===== src/rtl/reg_rename_file_pkg.sv =====
// Shared sizing for the rename register file: RoB tag width and architectural register count.
package reg_rename_file_pkg;
  localparam int ROB_SIZE_WIDTH = 4;
  localparam int REG_NUM        = 32;
endpackage


===== src/rtl/reg_read_port.sv =====
// One source-operand lookup: x0, idle register, optional commit bypass, RoB get-value, else pending.
// Step 3 (commit bypass) is built only when REG_COMMIT_BYPASS_EN is defined.
module reg_read_port #(
  parameter int ROB_W = 4
) (
  input  logic [4:0]       rs,
  input  logic [31:0]      reg_value,
  input  logic             reg_busy,
  input  logic [ROB_W-1:0] reg_tag,
`ifdef REG_COMMIT_BYPASS_EN
  input  logic [4:0]       commit_rd,
  input  logic [ROB_W-1:0] commit_rob_id,
  input  logic [31:0]      commit_value,
`endif
  input  logic             get_ready,
  input  logic [31:0]      get_value,
  output logic [ROB_W-1:0] get_rob_id,
  output logic [31:0]      val,
  output logic             dep,
  output logic [ROB_W-1:0] dep_rob_id
);

  always_comb begin
    val        = '0;
    dep        = 1'b0;
    dep_rob_id = '0;
    get_rob_id = (rs != 5'd0 && reg_busy) ? reg_tag : '0;
    if (rs == 5'd0) begin
      val = '0;
    end else if (!reg_busy) begin
      val = reg_value;
`ifdef REG_COMMIT_BYPASS_EN
    end else if (commit_rd == rs && commit_rob_id == reg_tag) begin
      val = commit_value;
`endif
    end else if (get_ready) begin
      val = get_value;
    end else begin
      dep        = 1'b1;
      dep_rob_id = reg_tag;
    end
  end

endmodule


===== src/rtl/reg_rename_file.sv =====
// Architectural register file with rename tags: issue renames rd, commit retires values, two lookups.
// Optional commit-value bypass in the lookups is enabled by defining REG_COMMIT_BYPASS_EN.
module reg_rename_file
  import reg_rename_file_pkg::*;
#(
  parameter int ROB_W = ROB_SIZE_WIDTH
) (
  input  logic             clk,
  input  logic             rst,
  input  logic             rdy,
  input  logic             clear,
  input  logic [4:0]       issue_rd,
  input  logic [ROB_W-1:0] issue_rob_id,
  input  logic [4:0]       commit_rd,
  input  logic [ROB_W-1:0] commit_rob_id,
  input  logic [31:0]      commit_value,
  input  logic [4:0]       rs1,
  input  logic [4:0]       rs2,
  output logic [ROB_W-1:0] get_rob_id1,
  output logic [ROB_W-1:0] get_rob_id2,
  input  logic             get_ready1,
  input  logic             get_ready2,
  input  logic [31:0]      get_value1,
  input  logic [31:0]      get_value2,
  output logic [31:0]      val1,
  output logic [31:0]      val2,
  output logic             dep1,
  output logic             dep2,
  output logic [ROB_W-1:0] dep_rob_id1,
  output logic [ROB_W-1:0] dep_rob_id2
);

  logic [31:0]      value_q [REG_NUM];
  logic [ROB_W-1:0] tag_q   [REG_NUM];
  logic [REG_NUM-1:0] busy_q;

  logic issue_en;
  logic commit_en;
  assign issue_en  = !clear && issue_rd != 5'd0;
  assign commit_en = commit_rd != 5'd0;

  // Entry 0 is reset and never written, so x0 stays 0 and idle.
  always_ff @(posedge clk or posedge rst) begin
    if (rst) begin
      busy_q <= '0;
      for (int i = 0; i < REG_NUM; i++) begin
        value_q[i] <= '0;
        tag_q[i]   <= '0;
      end
    end else if (rdy) begin
      if (commit_en) begin
        value_q[commit_rd] <= commit_value;
        if (tag_q[commit_rd] == commit_rob_id && !(issue_en && issue_rd == commit_rd))
          busy_q[commit_rd] <= 1'b0;
      end
      if (clear) begin
        busy_q <= '0;
        for (int i = 0; i < REG_NUM; i++) tag_q[i] <= '0;
      end else if (issue_en) begin
        busy_q[issue_rd] <= 1'b1;
        tag_q[issue_rd]  <= issue_rob_id;
      end
    end
  end

  reg_read_port #(.ROB_W(ROB_W)) u_port1 (
    .rs            (rs1),
    .reg_value     (value_q[rs1]),
    .reg_busy      (busy_q[rs1]),
    .reg_tag       (tag_q[rs1]),
`ifdef REG_COMMIT_BYPASS_EN
    .commit_rd     (commit_rd),
    .commit_rob_id (commit_rob_id),
    .commit_value  (commit_value),
`endif
    .get_ready     (get_ready1),
    .get_value     (get_value1),
    .get_rob_id    (get_rob_id1),
    .val           (val1),
    .dep           (dep1),
    .dep_rob_id    (dep_rob_id1)
  );

  reg_read_port #(.ROB_W(ROB_W)) u_port2 (
    .rs            (rs2),
    .reg_value     (value_q[rs2]),
    .reg_busy      (busy_q[rs2]),
    .reg_tag       (tag_q[rs2]),
`ifdef REG_COMMIT_BYPASS_EN
    .commit_rd     (commit_rd),
    .commit_rob_id (commit_rob_id),
    .commit_value  (commit_value),
`endif
    .get_ready     (get_ready2),
    .get_value     (get_value2),
    .get_rob_id    (get_rob_id2),
    .val           (val2),
    .dep           (dep2),
    .dep_rob_id    (dep_rob_id2)
  );

endmodule

===== config.mk =====
export PLATFORM = sky130hd
export DESIGN_NAME = reg_rename_file
export DESIGN_NICKNAME = d
export VERILOG_FILES = /design/src/rtl/reg_rename_file_pkg.sv /design/src/rtl/reg_read_port.sv /design/src/rtl/reg_rename_file.sv
export SDC_FILE = /design/constraint.sdc
export NUM_CORES = 2
export LEC_CHECK = 0
export BUFFER_PORTS_ARGS = -buffer_cell sky130_fd_sc_hd__buf_2
export CAP_MARGIN = 10
export CORE_UTILIZATION = 45
export DETAILED_ROUTE_END_ITERATION = 10
export GPL_ROUTABILITY_DRIVEN = 0
export MAX_ROUTING_LAYER = met4
export PLACE_DENSITY = 0.59
export SLEW_MARGIN = 25
export SYNTH_ARGS = -nofsm -noshare
export SYNTH_HDL_FRONTEND = slang
export SYNTH_HIERARCHICAL = 1
export SYNTH_SLANG_ARGS = --single-unit
export TNS_END_PERCENT = 10

===== constraint.sdc =====
create_clock -name clk -period 44.1 [get_ports clk]
set_clock_uncertainty 0.1 [all_clocks]
set_input_delay 2.205 -clock clk [delete_from_list [all_inputs] [get_ports clk]]
set_output_delay 2.205 -clock clk [all_outputs]
set_load 0.05 [all_outputs]

==> parameters.txt <==
Parameter                              Value

Pwr
  Share of total power in sequential cells    0.428
  Switching portion of total power    0.278
  Peak supply drop    approximately 42 uV
  Combinational fraction of design power    0.213
  Cell area power density    45.0 nW/um^2
  Switching power    911 uW
  Static Leak    between 0.03 and 0.04 uW
  Int Pwr    about 2400 uW
  Share of total power in the clock network    0.359

Timing
  Final hold violation count    0
  Slew Limit Headroom    0.240
  Setup repair after global routing missed its margin    no
  TNS Setup    0 ns
  Maximum clock rate    about 110 MHz
  Setup violations, final    0
  Final setup margin    ~35 ns
  Transition time at the pin with the least slew margin    ~1.1 ns
  Post-route fraction of the period consumed by the critical path    0.210
  Final-report max-slew violation count    0
  Time the final worst path needs with I/O delays and setup    9.27 ns

Yosys
  Main flop type after synthesis    sky130_fd_sc_hd__dfrtp_1
  Async set or reset register ratio after synthesis    1.00
  Share of synthesized area occupied by flip-flops and latches    0.452
  Post-Syn Instances    between 4000 and 5000
  Count of flip-flops with a built-in enable after synthesis    0
  Largest cells by area after synthesis    sky130_fd_sc_hd__dfrtp_1 (45%), sky130_fd_sc_hd__mux4_2 (25%), sky130_fd_sc_hd__mux2_2 (18%), sky130_fd_sc_hd__clkbuf_1 (1.8%), sky130_fd_sc_hd__nand2_1 (1.1%)
  Number of warnings issued by yosys    6
  Dominant combinational cell family by area after synthesis    multiplexers
  Area fraction of the dominant cell type after synthesis    0.452
  Cell with the most instances after synthesis    sky130_fd_sc_hd__dfrtp_1
  Cell accounting for the most synthesized area    sky130_fd_sc_hd__dfrtp_1
  Post-synthesis cell type count    53
  Post-synthesis area per instance    between 15 and 20 sq um
  Area of the mapped netlist    between 60000 and 70000 sq um
  Simple-gate area share of the yosys netlist    0.0345
  Xor and xnor fraction of the mapped netlist area    0.000668
  Number of storage elements in the synthesis netlist    around 1200
  Post-synthesis compound-gate area fraction    0.0329
  Proportion of synthesized area in mux cells    0.447
  Cell types with the highest counts after synthesis    sky130_fd_sc_hd__dfrtp_1 (1184), sky130_fd_sc_hd__mux2_2 (1066), sky130_fd_sc_hd__mux4_2 (740), sky130_fd_sc_hd__clkbuf_1 (308), sky130_fd_sc_hd__nand2_1 (192)
  Synthesized netlist net count    between 4000 and 5000
  Arithmetic-cell share of the synthesized area counting full adders, half adders and majority gates    0

Worst setup path
  R2r setup slk    just over 40 ns
  Library cell appearing most often on the critical path    sky130_fd_sc_hd__buf_4
  CP Depth    10
  Bufs and invs on worst path    5
  Worst setup path endpoint    val1[20]
  CP max-delay cell    sky130_fd_sc_hd__buf_4
  Source of the worst register-to-register timing path    tag_q[96]
  Depth of the most critical reg-to-reg path    7
  R2R Path End    busy_q[28]
  CP cell instances    buf_8 > buf_4 > buf_4 > buf_4 > mux4_2 > mux4_2 > mux2_2 > nand2b_1 > a22oi_1 > buf_2
  Endpoint kind of the worst setup timing path    output pin
  Crit path DAT    between 6 and 7 ns
  Maximum single-stage delay on the critical path    0.84 ns
  Max FO, Critical Path    53
  Critical path start-end classification    input port to output pin
  CP top delay family    buffers and inverters
  Sort of element at the start of the critical path    input port
  WP data required    41.80 ns
  Critical path origin    rs1[0]

Place
  Instance count after placement with tap cells included    roughly 6100
  Worst slack at placement    34.62 ns
  Port buffer count    between 200 and 250
  HPWL after DPL    approximately 120000 microns

Finish
  Post-route insts no fill    6347
  Fraction of layout instances using a drive strength above 1    0.540
  Area growth from synthesis to layout    11.1%
  Post-layout nets    between 4000 and 5000
  Share of the core filled with cells in the final layout    0.506
  Fill cell count    approximately 12000

Run status
  Violations in the final reports    design-rule violations
  Run status    finished, violations left

Clocking
  H-tree level count    4
  CTS tree    done
  Maximum buffer depth of the clock tree    3
  Post-CTS Hold Fix Bufs    0
  Clock-pin slew on the worst setup and hold paths    roughly 0.06 ns
  Clock net sink count    between 1000 and 1500
  Worst skew pair latency    a little under 0.8 ns
  Count of cells resized by post-cts repair    0
  Buffers inserted during post-CTS setup optimization    0
  CTS Buf Count    approximately 140
  Root buf cell    sky130_fd_sc_hd__clkbuf_16

Detailed routing
  First-iteration detailed-routing DRC count    around 4000
  Via/cell ratio    about 6.6
  Final Routed Wirelength    207000 microns
  Total number of vias    ~42000
  Uppermost signal routing layer after detailed routing    met4
  M1 wire length    approximately 90000 microns
  Detail Route met2 WL    approximately 100000 microns
  Post-DR wirelength/cell    32.7 microns
  Met3 Wirelength    14300 microns
  Number of nets with antenna violations after detailed routing    0
  Remaining routing DRC violations    19
  Pre-Repair DR Iteration Count    9

Job
  Maximum capacitance violations    0

Die
  Initial Utilization    0.455
  Die Footprint    147000 sq um
  Site row count    ~140
  Area of the core    around 140000 sq um
  Vert. Die Dim    ~380 microns
  Die X-Extent    roughly 380 microns
  Boundary Pins    212

GRT
  Wire length of the first global-routing pass    308000 microns
  Aggregate global-route resource usage    0.297
  Number of antenna violations at the first check in global routing    16
  Vias in the first global route    between 40000 and 50000
  Largest net degree at the start of global routing    approximately 110
  GRT overflow    0

Min path
  Type of the tightest min-delay check    flip-flop to flip-flop
placed cells by master (no fill, tap or decap), types with 5 or more instances in the layout:
master and n:
sky130_fd_sc_hd__nor4_1 8, sky130_fd_sc_hd__clkinv_2 28, sky130_fd_sc_hd__mux4_2 740, sky130_fd_sc_hd__nor3_2 5, sky130_fd_sc_hd__a211oi_1 8, sky130_fd_sc_hd__a21oi_1 33, sky130_fd_sc_hd__nor2_4 12, sky130_fd_sc_hd__diode_2 8
sky130_fd_sc_hd__a22o_1 21, sky130_fd_sc_hd__inv_1 33, sky130_fd_sc_hd__mux2_2 1064, sky130_fd_sc_hd__clkbuf_1 34, sky130_fd_sc_hd__nand2_4 8, sky130_fd_sc_hd__o2bb2ai_1 5, sky130_fd_sc_hd__buf_6 11, sky130_fd_sc_hd__and3_1 10
sky130_fd_sc_hd__o22ai_1 39, sky130_fd_sc_hd__and2_1 6, sky130_fd_sc_hd__nand2_1 180, sky130_fd_sc_hd__clkbuf_16 146, sky130_fd_sc_hd__dfrtp_1 1184, sky130_fd_sc_hd__clkbuf_8 30, sky130_fd_sc_hd__nor2_1 25, sky130_fd_sc_hd__o21ai_2 15
sky130_fd_sc_hd__buf_16 5, sky130_fd_sc_hd__a22oi_1 62, sky130_fd_sc_hd__nor3_1 10, sky130_fd_sc_hd__buf_4 79, sky130_fd_sc_hd__buf_2 200, sky130_fd_sc_hd__o21ai_0 134, sky130_fd_sc_hd__mux2i_1 64, sky130_fd_sc_hd__nand3_1 71
sky130_fd_sc_hd__bufinv_16 7, sky130_fd_sc_hd__nand2b_1 66
worst min-delay path by stage:
stage | cells after the start | from | to | slack, ns
2_1_floorplan | 1 | value_q[1000] | value_q[1000] | 0.34
3_3_place_gp | 0 | value_q[996] | value_q[996] | 0.28
3_5_place_dp | 0 | value_q[1000] | value_q[1000] | 0.28
4_1_cts | 0 | value_q[1011] | value_q[1011] | 0.30
5_1_grt | 0 | value_q[1009] | value_q[1009] | 0.30
6_report | 0 | value_q[994] | value_q[994] | 0.29
area by class of cell:
class	count	area, sq um	area share
sequential	1184	29600	0.407
tap	1903	2380	0.0327
clock buffer	210	4190	0.0576
timing repair buffer	300	1940	0.0266
inverter	36	145	0.00199
clock inverter	43	443	0.00608
antenna	8	20.0	0.000275
multi-input combinational	2663	34100	0.468
registers in the layout, summed over array words and instances, names as in the netlist:
register and cells:
busy_q 32, tag_q 128, value_q 1024
power by group through the flow:
| stage | clock, uW | combinational, uW | sequential [uW] |
|---|---|---|---|
| 2_1_floorplan | 0 | 561 | 1380 |
| 3_3_place_gp | 0 | 687 | 1410 |
| 3_5_place_dp | 0 | 699 | 1420 |
| 4_1_cts | 1200 | 701 | 1400 |
| 5_1_grt | 1240 | 743 | 1430 |
| 6_report | 1180 | 698 | 1400 |
routing by layer:
layer | global-route usage | up-vias
li1 | - | 16901
met1 | 0.417 | 22911
met2 | 0.444 | 1657
met3 | 0.0519 | 322
met4 | 0.0883 | 0
met5 | - | -
metrics by stage:
step | total power [uW] | area (sq um) | hold slack (ns)
floorplan | 1940 | 65500 | 0.341
global placement | 2090 | 68000 | 0.276
detailed placement | 2110 | 68100 | 0.282
CTS | 3290 | 72700 | 0.296
global route | 3410 | 72800 | 0.305
finish | 3270 | 72800 | 0.295
kinds of logic (layout without fill, tap and decap cells):
group | count (synthesis) | after routing
multiplexers | 1870 | 1870
AND/OR/NAND/NOR | 450 | 450
AO/OA/AOI/OAI | 338 | 338
XOR/XNOR | 5 | 5
flip-flops | 1184 | 1184
other | 0 | 8
buffers and inverters | 519 | 589
Power figures use the tool's default switching activity.
